<file path="config.mk">
export PLATFORM = sky130hd
export DESIGN_NAME = stream_rr_arbiter_flat
export DESIGN_NICKNAME = d
export VERILOG_FILES = /design/src/rtl/stream_rr_arbiter_if.sv /design/src/rtl/stream_rr_arbiter.sv /design/src/flat_wrapper.sv
export SDC_FILE = /design/constraint.sdc
export NUM_CORES = 1
export LEC_CHECK = 0
export CELL_PAD_IN_SITES_DETAIL_PLACEMENT = 0
export CELL_PAD_IN_SITES_GLOBAL_PLACEMENT = 1
export CORE_MARGIN = 1.5
export CORE_UTILIZATION = 27
export DETAILED_ROUTE_END_ITERATION = 8
export PLACE_DENSITY_LB_ADDON = 0.1
export SYNTH_ARGS = -nofsm -noshare
export SYNTH_HDL_FRONTEND = slang
export SYNTH_SLANG_ARGS = --single-unit
</file>
<file path="constraint.sdc">
create_clock -name clk -period 2.3 [get_ports clk]
set_input_delay 0.345 -clock clk [delete_from_list [all_inputs] [get_ports clk]]
set_output_delay 0.345 -clock clk [all_outputs]
set_load 0.1 [all_outputs]
</file>
<file path="src/rtl/stream_rr_arbiter_if.sv">
// Stream bundle shared between the round-robin arbiter and its environment.
//   s_axis_*  : N source streams (tdata is an unpacked array, one entry per source)
//   m_axis_*  : the single arbitrated output stream, tagged with the source index
// Modports:
//   master : the arbiter view (consumes sources, drives the output stream)
//   slave  : the environment view (drives sources, consumes the output stream)
interface stream_rr_arbiter_if #(
  parameter int DW   = 24,
  parameter int N    = 4,
  parameter int TIDW = 8
);
  logic [DW-1:0]   s_axis_tdata [N];
  logic [N-1:0]    s_axis_tvalid;
  logic [N-1:0]    s_axis_tlast;
  logic [N-1:0]    s_axis_tready;

  logic [DW-1:0]   m_axis_tdata;
  logic            m_axis_tvalid;
  logic            m_axis_tready;
  logic [TIDW-1:0] m_axis_tid;
  logic            m_axis_tlast;

  modport master (
    input  s_axis_tdata, s_axis_tvalid, s_axis_tlast,
    output s_axis_tready,
    output m_axis_tdata, m_axis_tvalid, m_axis_tid, m_axis_tlast,
    input  m_axis_tready
  );

  modport slave (
    output s_axis_tdata, s_axis_tvalid, s_axis_tlast,
    input  s_axis_tready,
    input  m_axis_tdata, m_axis_tvalid, m_axis_tid, m_axis_tlast,
    output m_axis_tready
  );
endinterface

</file>
<file path="src/rtl/stream_rr_arbiter.sv">
// Round-robin arbiter sharing one AXI-Stream output between N sources.
// A grant is held until the source's tlast beat, or until MAX_BURST beats
// have been forwarded (MAX_BURST = 0 means packet-bounded only). Each output
// beat carries the index of its source on m_axis_tid.
// Ports:
//   clk, rst  : clock (rising edge), asynchronous active-high reset
//   axis      : stream bundle (sources in, tagged output stream out)
//   en_mask   : per-source eligibility for new grants (1 = eligible)
//   busy      : high while a source holds the grant
//   grant_id  : index of the granted source (meaningful while busy)
module stream_rr_arbiter #(
  parameter int DW        = 24,
  parameter int N         = 4,
  parameter int TIDW      = 8,
  parameter int MAX_BURST = 0
) (
  input  logic                 clk,
  input  logic                 rst,
  stream_rr_arbiter_if.master  axis,
  input  logic [N-1:0]         en_mask,
  output logic                 busy,
  output logic [$clog2(N)-1:0] grant_id
);

  localparam int IW = $clog2(N);
  localparam int CW = (MAX_BURST > 1) ? $clog2(MAX_BURST) : 1;

  typedef enum logic {IDLE, GRANT} state_t;

  state_t          state_q, state_d;
  logic [IW-1:0]   rr_ptr_q, rr_ptr_d;
  logic [IW-1:0]   grant_q, grant_d;
  logic [CW-1:0]   beat_cnt_q, beat_cnt_d;
  logic [DW-1:0]   m_data_q, m_data_d;
  logic            m_valid_q, m_valid_d;
  logic            m_last_q, m_last_d;
  logic [TIDW-1:0] m_tid_q, m_tid_d;

  logic [N-1:0]    cand;
  logic            found;
  logic [IW-1:0]   pick;
  int unsigned     idx;
  logic            load;
  logic            accept;
  logic            burst_end;
  logic            release_now;
  logic [N-1:0]    tready;

  // Rotating priority search starting at rr_ptr; modulo keeps non-power-of-2 N correct.
  always_comb begin
    cand  = axis.s_axis_tvalid & en_mask;
    found = 1'b0;
    pick  = '0;
    idx   = 0;
    for (int unsigned i = 0; i < N; i++) begin
      idx = (32'(rr_ptr_q) + i) % N;
      if (!found && cand[idx]) begin
        found = 1'b1;
        pick  = IW'(idx);
      end
    end
  end

  // The output register can take a new beat when empty or being drained.
  always_comb begin
    load   = !m_valid_q || axis.m_axis_tready;
    tready = '0;
    if (state_q == GRANT) tready[grant_q] = load;
    accept      = (state_q == GRANT) && axis.s_axis_tvalid[grant_q] && load;
    burst_end   = (MAX_BURST != 0) && (int'(beat_cnt_q) == MAX_BURST - 1);
    release_now = accept && (axis.s_axis_tlast[grant_q] || burst_end);
  end

  always_comb begin
    state_d    = state_q;
    rr_ptr_d   = rr_ptr_q;
    grant_d    = grant_q;
    beat_cnt_d = beat_cnt_q;
    m_data_d   = m_data_q;
    m_valid_d  = m_valid_q;
    m_last_d   = m_last_q;
    m_tid_d    = m_tid_q;

    case (state_q)
      IDLE: begin
        if (found) begin
          state_d = GRANT;
          grant_d = pick;
        end
      end
      GRANT: begin
        if (accept) beat_cnt_d = beat_cnt_q + 1'b1;
        if (release_now) begin
          state_d    = IDLE;
          rr_ptr_d   = (grant_q == IW'(N - 1)) ? '0 : grant_q + 1'b1;
          beat_cnt_d = '0;
        end
      end
      default: state_d = IDLE;
    endcase

    // Payload fields keep their last value when no beat loads.
    if (accept) begin
      m_data_d  = axis.s_axis_tdata[grant_q];
      m_last_d  = axis.s_axis_tlast[grant_q];
      m_tid_d   = TIDW'(grant_q);
      m_valid_d = 1'b1;
    end else if (m_valid_q && axis.m_axis_tready) begin
      m_valid_d = 1'b0;
    end
  end

  always_ff @(posedge clk or posedge rst) begin
    if (rst) begin
      state_q    <= IDLE;
      rr_ptr_q   <= '0;
      grant_q    <= '0;
      beat_cnt_q <= '0;
      m_data_q   <= '0;
      m_valid_q  <= 1'b0;
      m_last_q   <= 1'b0;
      m_tid_q    <= '0;
    end else begin
      state_q    <= state_d;
      rr_ptr_q   <= rr_ptr_d;
      grant_q    <= grant_d;
      beat_cnt_q <= beat_cnt_d;
      m_data_q   <= m_data_d;
      m_valid_q  <= m_valid_d;
      m_last_q   <= m_last_d;
      m_tid_q    <= m_tid_d;
    end
  end

  assign axis.s_axis_tready = tready;
  assign axis.m_axis_tdata  = m_data_q;
  assign axis.m_axis_tvalid = m_valid_q;
  assign axis.m_axis_tlast  = m_last_q;
  assign axis.m_axis_tid    = m_tid_q;
  assign busy               = (state_q == GRANT);
  assign grant_id           = grant_q;

endmodule
</file>
<file path="src/flat_wrapper.sv">
// flat-port wrapper written by rule: the top's interface ports become plain ports
module stream_rr_arbiter_flat 
#(
  parameter int DW        = 24,
  parameter int N         = 4,
  parameter int TIDW      = 8,
  parameter int MAX_BURST = 0
)
  (clk, rst, en_mask, busy, grant_id, axis_s_axis_tdata, axis_s_axis_tvalid, axis_s_axis_tlast, axis_s_axis_tready, axis_m_axis_tdata, axis_m_axis_tvalid, axis_m_axis_tid, axis_m_axis_tlast, axis_m_axis_tready);
  stream_rr_arbiter_if #(.DW(DW), .N(N), .TIDW(TIDW)) axis_i ();
  input  logic clk;
  input  logic rst;
  input  logic [N-1:0] en_mask;
  output logic busy;
  output logic [$clog2(N)-1:0] grant_id;
  input wire logic [$bits(axis_i.s_axis_tdata)-1:0] axis_s_axis_tdata;
  input wire logic [$bits(axis_i.s_axis_tvalid)-1:0] axis_s_axis_tvalid;
  input wire logic [$bits(axis_i.s_axis_tlast)-1:0] axis_s_axis_tlast;
  output wire logic [$bits(axis_i.s_axis_tready)-1:0] axis_s_axis_tready;
  output wire logic [$bits(axis_i.m_axis_tdata)-1:0] axis_m_axis_tdata;
  output wire logic [$bits(axis_i.m_axis_tvalid)-1:0] axis_m_axis_tvalid;
  output wire logic [$bits(axis_i.m_axis_tid)-1:0] axis_m_axis_tid;
  output wire logic [$bits(axis_i.m_axis_tlast)-1:0] axis_m_axis_tlast;
  input wire logic [$bits(axis_i.m_axis_tready)-1:0] axis_m_axis_tready;
  assign axis_i.s_axis_tdata = {>>{axis_s_axis_tdata}};
  assign axis_i.s_axis_tvalid = axis_s_axis_tvalid;
  assign axis_i.s_axis_tlast = axis_s_axis_tlast;
  assign axis_s_axis_tready = axis_i.s_axis_tready;
  assign axis_m_axis_tdata = axis_i.m_axis_tdata;
  assign axis_m_axis_tvalid = axis_i.m_axis_tvalid;
  assign axis_m_axis_tid = axis_i.m_axis_tid;
  assign axis_m_axis_tlast = axis_i.m_axis_tlast;
  assign axis_i.m_axis_tready = axis_m_axis_tready;
  stream_rr_arbiter #(.DW(DW), .N(N), .TIDW(TIDW), .MAX_BURST(MAX_BURST)) u_core (.clk(clk), .rst(rst), .axis(axis_i), .en_mask(en_mask), .busy(busy), .grant_id(grant_id));
endmodule
</file>
==> metrics list, run 1 <==
* Maximum achievable frequency: 504.5 MHz
- In the synthesized netlist the dominant register cell turns out to be sky130_fd_sc_hd__dfrtp_1.
- The average instance in the mapped netlist occupies 15.01 µm².
* Setup slack on the worst flop-to-flop path: roughly 0.46 ns
- Min Tclk post-route: ~2.0 ns
* Critical path endpoint category: output port
* Number of vias in the routed layout: between 1.5k and 2k
* TritonCTS Sinks: 33
- Peak supply drop: approximately 1000 µV
- Post-layout net count: 415
- Netlist Area Pre-Place: ~2300 µm²
- In the routed layout, each cell is associated on average with a via count of around 4.7.
* Number of buffers created by CTS: 5
* Max Cap Violations: 0
- WL per Instance: roughly 17 µm
* Final Non-Filler Cells: between 400 and 500
- DR WL met3: roughly 530 µm
- The share of synthesized area in the top cell type comes to 0.3642.
- Measured in cells, the most critical reg-to-reg path has a length of 4.
- CP Class: reg -> out
* Final setup violation count: 0
* Post-detailed-route count of antenna-violating nets: 0
- Of the cells placed in the final design, the portion with a size suffix greater than 1 is 0.3223.
* Total negative slack: 0 ns
* Outcome: finished, final reports clean
* Required time reported for the critical path endpoint: between 1.5 and 2 ns
- Finished Core Util: 0.4780
- Biggest area contributors in the synthesized netlist: sky130_fd_sc_hd__dfrtp_1 36%, sky130_fd_sc_hd__mux4_1 16%, sky130_fd_sc_hd__mux2_4 12%
* Hold crit path type: in -> async
- Slew Limit Fails: 0
* Signal arrival time at the worst endpoint: approximately 1.6 ns
* Core Area: about 8200 µm²
* Detailed placer's ending HPWL: ~5500 µm
- Wire length on met1: between 2000 and 3000 µm
* Clock latency at the later pin of the worst-skew pair: between 0.2 and 0.3 ns
* Io pins: roughly 150
* Clock buffer depth: 2
* Critical R2R Launch: u_core.grant_id[0]
- TritonCTS built the clock tree.
* Cts hold-fix bufs: 0
- Maximum level of the CTS H-tree: 2
* Final hold violation count: 0
* Synthesized flop and latch total: 33
- Number of iterations in the first detailed-routing pass: 4
* Die area: around 9000 µm²
- After detailed routing, the number of remaining DRC violations is 0.
- Warning count from the yosys run: 0
- After global routing the overflow that remains totals 0.
* Highest routed metal layer: met4
- The initial antenna violation count is 0.
- Post-CTS repair changed the size of 0 cells.
- After detailed routing, the total wire length is between 6000 and 7000 µm.
* Pwr dens: approximately 1700 nW/µm²
- Worst clock skew: around 0.0033 ns
- STA classifies the critical path startpoint as a flop.
- Starting Density: 0.2773
* Area growth from synthesis to layout: 72.35%
- Clk root buf: sky130_fd_sc_hd__clkbuf_8
- In this run the horizontal extent of the chip is about 95 µm.
- The critical path goes through buf_4 -> ha_1 -> and3_2 -> buf_12.
- For this run, the register share of the synthesized area comes to 0.3642.
- Buffers added on ports: about 150
* Cell type with the largest total area after synthesis: sky130_fd_sc_hd__dfrtp_1
- Routed length on met2: about 3600 µm
* EDFF count, synth: 0
- Worst Path Max Fanout: 12
* Leakage power figure: approximately 1.7 nW
- Unrepaired setup endpoints after global routing: false
- Wire length of the first global-routing pass: 10160 µm
- Height of the die: approximately 95 µm
* Number of cells after detailed placement: between 300 and 400
- Across all hold checks on the routed design, the worst slack comes to around 0.45 ns.
- Launching element of the worst setup path: u_core.grant_id[0]
- For this run, the slowest stage of the critical path takes about 0.5 ns.
* Period Utilization, post-route: 0.8618
- Clock-pin slew was measured on the worst setup and hold paths at around 0.070 ns.
* Async S/R FF share, synth: 1.000
- Entering global routing, the biggest net connects 34 pins.
* Floorplan row count: 33
- Post-CTS Repair Setup Buffers: 0
- Design Power: between 6 and 7 mW
* Vias in the first global route: 2042
- Antenna cells: 0
- First-iteration detailed-routing DRC count: 25
- Routability-driven placement finished with a final weighted congestion of approximately 0.73.
- On the critical path, the stage with the largest delay is an instance of sky130_fd_sc_hd__dfrtp_2.
* Cell variety after synth: 32
- Leading cell type by number of instances after synthesis: sky130_fd_sc_hd__dfrtp_1
* Overall Global Routing Usage: 0.1518
- Synthesis handed over a netlist of roughly 150 instances.
* Top post-synthesis cells by count: 33 x sky130_fd_sc_hd__dfrtp_1, 18 x sky130_fd_sc_hd__mux2_4, 14 x sky130_fd_sc_hd__mux4_1
registers in the layout (all words and copies together) (netlist names):
name                       cells
u_core.axis.m_axis_tdata      24
u_core.axis.m_axis_tvalid      1
u_core.rr_ptr_q                2
u_core.axis.m_axis_tlast       1
u_core.busy                    1
u_core.grant_id                2
u_core.axis.m_axis_tid         2
per-stage QoR:
| step | worst slack, ns | instance area, µm² |
|---|---|---|
| 2_1_floorplan | 0.1406 | 2293 |
| 3_3_place_gp | 0.1775 | 3825 |
| 3_5_place_dp | 0.1676 | 3825 |
| 4_1_cts | 0.2833 | 3908 |
| 5_1_grt | 0.2242 | 3908 |
| 6_report | 0.3179 | 3908 |
placed cells by master, fill, tap and decap left out, types with 4 or more instances in the layout:
cell                              count
sky130_fd_sc_hd__clkdlybuf4s50_1    110
sky130_fd_sc_hd__buf_4               35
sky130_fd_sc_hd__dfrtp_1             31
sky130_fd_sc_hd__mux2_4              18
sky130_fd_sc_hd__mux4_1              14
sky130_fd_sc_hd__nand2_1             13
sky130_fd_sc_hd__mux4_2              12
sky130_fd_sc_hd__mux2_2              10
sky130_fd_sc_hd__buf_12               8
sky130_fd_sc_hd__conb_1               6
sky130_fd_sc_hd__inv_1                5
sky130_fd_sc_hd__clkbuf_8             5
sky130_fd_sc_hd__and3_2               4
sky130_fd_sc_hd__ha_1                 4
kinds of logic after synthesis:
logic type | count (synthesis) | synth area share
other cells | 1 | 0.001654
buf+inv | 21 | 0.06291
fa+ha+maj | 4 | 0.02208
flops | 33 | 0.3642
compound gates | 13 | 0.03918
mux | 55 | 0.4547
simple gates | 24 | 0.05519
report_power, final:
group | internal (mW) | total (mW) | switching, mW
logic | 1.75 | 4.93 | 3.18
clock network | 0.210 | 0.417 | 0.207
registers | 0.893 | 1.14 | 0.251
total | 2.86 | 6.49 | 3.64
path summary, 6_finish.rpt:
check                                          endpoint
setup / recovery                  axis_s_axis_tready[3]
min in group clk               u_core.axis.m_axis_tlast
max in group asynchronous            u_core.grant_id[0]
hold / removal              u_core.axis.m_axis_tdata[9]
hold reg to reg                u_core.axis.m_axis_tlast
setup reg to reg           u_core.axis.m_axis_tdata[10]
layout make-up:
type	instances	area [µm²]
fillers	751	4268
repair buffers	153	1524
multi-input cells	102	1323
flip-flops and latches	33	828.3
well taps	105	131.4
clock buffers	6	72.57
inverters	5	18.77
clock inverters	2	10.01
routing by layer:
layer	vias to the layer above	GRT usage
li1	883	-
met1	950	0.1579
met2	79	0.2911
met3	10	0.04348
met4	0	0.04478
met5	-	0
worst max-delay path, delay by kind of cell, from the launching register on:
kind | cells | cell delay [ns]
DFF | 1 | 0.49
buffers and inverters | 2 | 0.46
adders and majority gates | 1 | 0.20
and+or+nand+nor | 1 | 0.20
No activity file was read; power rests on OpenSTA's default activity.
==> run 2: changes to the inputs <==
--- a/config.mk
+++ b/config.mk
@@ -9,6 +9,7 @@
 export CELL_PAD_IN_SITES_GLOBAL_PLACEMENT = 1
 export CORE_MARGIN = 1.5
 export CORE_UTILIZATION = 27
+export CTS_BUF_LIST = sky130_fd_sc_hd__clkbuf_16
 export DETAILED_ROUTE_END_ITERATION = 8
 export PLACE_DENSITY_LB_ADDON = 0.1
 export SYNTH_ARGS = -nofsm -noshare
==> run 2 against run 1 <==
  * Clock power rose by 50%
  * Worst hold slack better by 0.013 ns
  * Register-to-register slack hardly changed
  * Non-clock buffer count unchanged
  * Combinational power is essentially flat
  * Power rose by 3.2%
  * Sequential power hardly changed
  * Largest cell class unchanged
  * Largest power group unchanged
==> metrics list, run 2 (synthesis gave the netlist of run 1 again) <==
- The via count of the routed design was 1920 (-0.10%).
* Cts hold-fix bufs: 0 (unchanged)
- The initial antenna violation count was 0 (unchanged).
- Maximum achievable frequency: 509.3 MHz (+0.96%)
- Floorplan die width: 94.64 µm (unchanged)
- Design Power: 6.699 mW (+3.2%)
- The number of cells upsized or downsized after cts was 0 (unchanged).
- The post-route antenna net violation count was 0 (unchanged).
- Largest net degree at the start of global routing: 34 (unchanged)
- The total number of clock tree sinks came to 33 (unchanged).
- Required time reported for the critical path endpoint: 1.96 ns (about the same)
* Core Area: 8175 µm² (unchanged)
- Overall Global Routing Usage: 0.1534 (+0.001554)
- The worst setup path is launched from a flop.
- Tightest hold margin: 0.4654 ns (+0.01306 ns)
- The detailed placer's ending HPWL is 5470 µm (unchanged).
* Leakage power figure: 1.735 nW (+1.7%)
- The worst setup path is captured at an output port.
- Vias per Instance: 4.729 (-0.10%)
- The total CTS buffers was 5 (unchanged).
- CTS placed an instance of sky130_fd_sc_hd__clkbuf_16 at the clock tree root.
- The count of buffers added by post-CTS timing repair for setup was 0 (unchanged).
- The signal arrival time at the worst endpoint was 1.62 ns (-0.02 ns).
- Ordered list of cells on the worst path: buf_4 -> ha_1 -> and3_2 -> buf_12
* Most frequent standard cell in the layout excluding fill and tap cells: sky130_fd_sc_hd__clkdlybuf4s50_1
- The slowest stage of the critical path is the sky130_fd_sc_hd__dfrtp_2 cell.
* Worst Path Max Fanout: 12 (unchanged)
* Number of iterations in the first detailed-routing pass: 4 (unchanged)
* Min Tclk post-route: 1.963 ns (-0.01881 ns)
- Flip-flop count of the largest register, all copies and words added: 24 (unchanged)
- Standard cell area after detailed placement: 3825 µm² (unchanged)
* Height of the die: 94.64 µm (unchanged)
- Final hold violation count: 0 (unchanged)
- The later-pin clock latency in the skew report is 0.27 ns (about the same).
- The number of buffer and inverter instances along the worst setup path is 2 (unchanged).
- Unrepaired setup endpoints after global routing: false
- The area of the die came to 8956 µm² (unchanged).
* Peak supply drop: 1033 µV (+1.4%)
* Io pins: 152 (unchanged)
- The effective utilization at floorplan was 0.2773 (unchanged).
- Remaining global-route overflow: 0 (unchanged)
- Antenna cells: 0 (unchanged)
* Vias in the first global route: 2041 (-0.049%)
- The final routed DRC violation total is 0 (unchanged).
* Clock-pin slew reported for the worst setup and hold paths after clock tree synthesis: 0.05 ns (-0.02 ns)
* Global placement routability congestion: 0.7293 (unchanged)
- The floorplan row count was 33 (unchanged).
* First-iteration detailed-routing DRC count: 24 (-4.0%)
* Worst path setup slack after routing: 0.3367 ns (+0.01881 ns)
- The maximum buffer depth of the clock tree came to 2 (unchanged).
* Launching element of the worst setup path: u_core.grant_id[0]
* Total negative slack: 0 ns (unchanged)
* Category of cells accounting for the largest share of critical-path delay: flip-flops
* Post-layout net count: 415 (unchanged)
- Buffers added on ports: 145 (unchanged)
- The delay of the slowest cell on the worst path was 0.49 ns (about the same).
- Leaving out fill and tap cells, the most frequent cells in the layout are 110 x sky130_fd_sc_hd__clkdlybuf4s50_1, 35 x sky130_fd_sc_hd__buf_4, 31 x sky130_fd_sc_hd__dfrtp_1.
- Outcome: finished, final reports clean
- The max-cap violation count came to 0 (unchanged).
- Pwr dens: 1690 nW/µm² (+1.7%)
- The final core utilization is 0.4848 (+0.006887).
- The ratio of cells with drive above 1 in the final layout was 0.3223 (unchanged).
* Wire length of the first global-routing pass: 10250 µm (+0.82%)
- The max-slew violation total from the final report is 0 (unchanged).
* Final setup violation count: 0 (unchanged)
- The H-tree depth came to 2 (unchanged).
- By startpoint and endpoint, the worst setup path is classified as reg -> out.
- Post-route cell area: 3964 µm² (+1.4%)
- The post-detailed-route wirelength per cell is 16.85 µm (+0.83%).
- The startpoint identified for the worst register-to-register timing path is u_core.grant_id[0].
- The post-placement setup slack came to 0.1676 ns (unchanged).
- The worst clock skew came to 0.002249 ns (-0.001017 ns).
- Final wirelength: 6840 µm (+0.83%)
- Final Non-Filler Cells: 406 (unchanged)
- Period Utilization, post-route: 0.8536 (-0.008178)
- Hold crit path type: in -> async
* Number of cells after detailed placement: 398 (unchanged)
- Area growth from synthesis to layout: 74.83%
* Clock tree from TritonCTS: yes
-- run 2: cell types whose count changed in the layout (fill, tap and decap cells not counted), sizes merged --
| cell | before | now |
|---|---|---|
| clkbuf | 6 | 5 |
| inv | 5 | 6 |
-- run 2: metal layers --
layer / vias to the layer above / routed length (µm) / GRT usage
li1: 883 / - / -
met1: 950 / 2583 / 0.1610
met2: 78 / 3630 / 0.2911
met3: 9 / 508 / 0.04348
met4: 0 / 117 / 0.04851
met5: - / 0 / 0
-- run 2: path summary, 6_finish.rpt --
| check | cells past startpoint | slack (ns) | endpoint |
|---|---|---|---|
| min | 3 | 0.47 | u_core.axis.m_axis_tdata[9] |
| max in group asynchronous | 3 | 1.50 | u_core.grant_id[0] |
| min in group clk | 2 | 0.48 | u_core.axis.m_axis_tlast |
| min reg2reg | 2 | 0.48 | u_core.axis.m_axis_tlast |
| max reg2reg | 4 | 0.46 | u_core.axis.m_axis_tdata[10] |
| max | 4 | 0.34 | axis_s_axis_tready[3] |
-- run 2: area by class of cell --
type	instances	area, µm²
Clock buffer	5	125.1
Clock inverter	3	13.76
Fill cell	745	4212
Inverter	5	18.77
Multi-Input combinational cell	102	1323
Sequential cell	33	828.3
Tap cell	105	131.4
Timing Repair Buffer	153	1524
-- run 2: worst min-delay path, cell delays in order --
cell and delay, ns:
sky130_fd_sc_hd__clkdlybuf4s50_1 0.39, sky130_fd_sc_hd__inv_1 0.05, sky130_fd_sc_hd__buf_4 0.38
-- run 2: report_power, final --
part	total, mW	switching, mW	internal, mW
Sequential	1.15	0.252	0.894
Combinational	4.93	3.17	1.75
Clock	0.624	0.232	0.392
Total	6.70	3.66	3.04
==> run 3: changes to the inputs <==
==> constraint.sdc (replaced) <==
create_clock -name clk -period 2.3 [get_ports clk]
set_input_delay 0.345 -clock clk [delete_from_list [all_inputs] [get_ports clk]]
set_output_delay 0.345 -clock clk [all_outputs]
set_load 0.005 [all_outputs]
==> run 3 against run 2 <==
  * Global-route usage is 0.69 points lower
  * Power fell by 34%
  * Design area is 0.79% higher
  * Critical endpoint unchanged
  * Count of clock-buffer cells in the layout unchanged
  * Highest routed layer unchanged
==> metrics list, run 3 (synthesis gave the netlist of run 1 again) <==
* Vias per Instance: 4.674 (-1.2%)
- The number of DRC violations after detailed-routing iteration 0 was 69 (+190%).
- The number of nets in the layout was 420 (+1.2%).
- The area of the die was 8956 µm² (unchanged).
- Clock latency at the later pin of the worst-skew pair: 0.27 ns (about the same)
- Number of cells traversed by the worst register-to-register path: 5 (+1)
* Max Cap Violations: 0 (unchanged)
- The worst setup path is captured at an output port.
* Core Area: 8175 µm² (unchanged)
- Height of the die: 94.64 µm (unchanged)
* Unrepaired setup endpoints after global routing: false
- The static power due to leakage was 1.698 nW (-2.1%).
- The wire length of the first global-routing pass was 9949 µm (-2.9%).
- The number of endpoints with negative hold slack in the final report was 0 (unchanged).
- The final worst-path cycle share is 0.9198 (+0.06617).
- Signal arrival time at the worst endpoint: 1.77 ns (+0.15 ns)
- Final wirelength: 6574 µm (-3.9%)
- The max-slew violation total from the final report came to 0 (unchanged).
- The data required time at the worst endpoint is 1.96 ns (about the same).
- The number of buffers inserted by port buffering came to 145 (unchanged).
- Vias in the first global route: 1987 (-2.6%)
- Post-route cell area: 3995 µm² (+0.79%)
* Flip-flop count of the largest register, all copies and words added: 24 (unchanged)
- The effective utilization at floorplan is 0.2773 (unchanged).
- Fraction of final layout cells with drive strength greater than 1: 0.2026 (-0.1196)
* Outcome: finished, final reports clean
* Cell with the biggest individual delay on the critical path: sky130_fd_sc_hd__dfrtp_1
- Overall Global Routing Usage: 0.1465 (-0.006909)
- TritonCTS Sinks: 33 (unchanged)
- Number of vias in the routed layout: 1921 (+0.052%)
* Clock buffer depth: 2 (unchanged)
- Worst Path Max Fanout: 9 (-3)
- The chip width is 94.64 µm (unchanged).
- Design Power: 4.396 mW (-34%)
* WL per Instance: 16.00 µm (-5.1%)
* Pwr dens: 1100 nW/µm² (-35%)
* Antenna cells: 0 (unchanged)
* Most frequent standard cell in the layout excluding fill and tap cells: sky130_fd_sc_hd__clkdlybuf4s50_1
* Detailed placer's ending HPWL: 5095 µm (-6.9%)
- TritonCTS built the clock tree.
- Initial antenna violation count: 0 (unchanged)
- The last weighted congestion value of the routability-driven placer came to 0.8653 (+19%).
* Hold crit path type: in -> async
- Peak supply drop: 492.7 µV (-52%)
- Launching element type of the critical path: flop
- The highest clock frequency the design can meet is 472.7 MHz (-7.2%).
- CP Class: reg -> out
- The area growth from synthesis to layout is 76.21%.
* Clock-pin slew reported for the worst setup and hold paths after clock tree synthesis: 0.05 ns (about the same)
- Total negative slack: 0 ns (unchanged)
- Maximum level of the CTS H-tree: 2 (unchanged)
- Largest stage delay, worst path: 0.56 ns (+0.07 ns)
- Traced cell by cell, the critical path runs through ha_1 -> and3_1 -> clkdlybuf4s50_1.
* Leading cell types in the layout, fill and taps excluded: 145 x sky130_fd_sc_hd__clkdlybuf4s50_1, 32 x sky130_fd_sc_hd__dfrtp_1, 18 x sky130_fd_sc_hd__mux2_4
- The total CTS buffers is 5 (unchanged).
- Number of cells upsized or downsized after cts: 0 (unchanged)
- Standard cell area after detailed placement: 3841 µm² (+0.43%)
* Clk root buf: sky130_fd_sc_hd__clkbuf_16
- DR DRC count: 0 (unchanged)
- Finished Core Util: 0.4887 (+0.003827)
* Final setup violation count: 0 (unchanged)
- The first-pass iteration count of the detailed router is 6 (+2).
* Post-detailed-route count of antenna-violating nets: 0 (unchanged)
- The floorplan row count came to 33 (unchanged).
* Min Tclk post-route: 2.115 ns (+0.1522 ns)
* Worst clock skew: 0.004537 ns (+0.002289 ns)
- The leftover overflow at the end of global routing came to 0 (unchanged).
- The number of ports placed on the die boundary was 152 (unchanged).
- The largest net degree at the start of global routing was 34 (unchanged).
## run 3: cell types whose count changed in the layout (fill, tap and decap cells not counted)
cell,delta
sky130_fd_sc_hd__buf_12,-7
sky130_fd_sc_hd__and3_2,-4
sky130_fd_sc_hd__dfrtp_2,-1
sky130_fd_sc_hd__clkdlybuf4s50_1,+35
sky130_fd_sc_hd__and3_1,+4
sky130_fd_sc_hd__dfrtp_1,+1
sky130_fd_sc_hd__buf_4,-23
## run 3: timing repair
item,CTS,global route
setup endpoints to repair,0,1
buffers inserted,0,2
hold buffers,0,0
## run 3: report_power, final
group	internal, mW	switching, mW	leakage [nW]
combinational	1.76	0.905	1.24
clock	0.392	0.230	0.0748
sequential	0.892	0.212	0.388
## run 3: critical path, delay by kind of cell (launching register included)
kind                     cells  cell delay (ns)
buffers and inverters        1             0.52
AND/OR/NAND/NOR              1             0.16
adder cells (fa/ha/maj)      1             0.25
flip-flops                   1             0.56
## run 3: metrics by stage
stage / cells / hold WS (ns) / setup slack (ns)
after floorplan: 156 / 0.4708 / 0.5150
after global routing: 411 / 0.5149 / 0.09715
after detailed placement: 401 / 0.4800 / 0.1407
after global placement: 401 / 0.4799 / 0.1852
after CTS: 409 / 0.4960 / 0.02382
final: 411 / 0.4754 / 0.1845
## run 3: final timing paths
check                                                to  slack (ns)                      from
hold / removal              u_core.axis.m_axis_tdata[3]        0.48                       rst
max in group asynchronous            u_core.grant_id[0]        1.48                       rst
setup / recovery                  axis_s_axis_tready[3]        0.18        u_core.grant_id[1]
setup reg to reg           u_core.axis.m_axis_tdata[15]        0.45        u_core.grant_id[0]
hold reg to reg                u_core.axis.m_axis_tlast        0.49  u_core.axis.m_axis_tlast
min in group clk               u_core.axis.m_axis_tlast        0.49  u_core.axis.m_axis_tlast
## run 3: area by class of cell
cell class	instances	area, µm²
clock buffer	5	125.1
clock inverter	3	13.76
fill	749	4180
inverter	5	18.77
multi-input combinational	102	1318
sequential	33	827.0
tap	105	131.4
timing repair buffer	158	1562
## run 3: metal layers
metal	GRT usage	routed length (µm)
met2	0.2476	3224
met4	0.04353	63
met3	0.04106	635
met5	0	0
met1	0.1809	2650
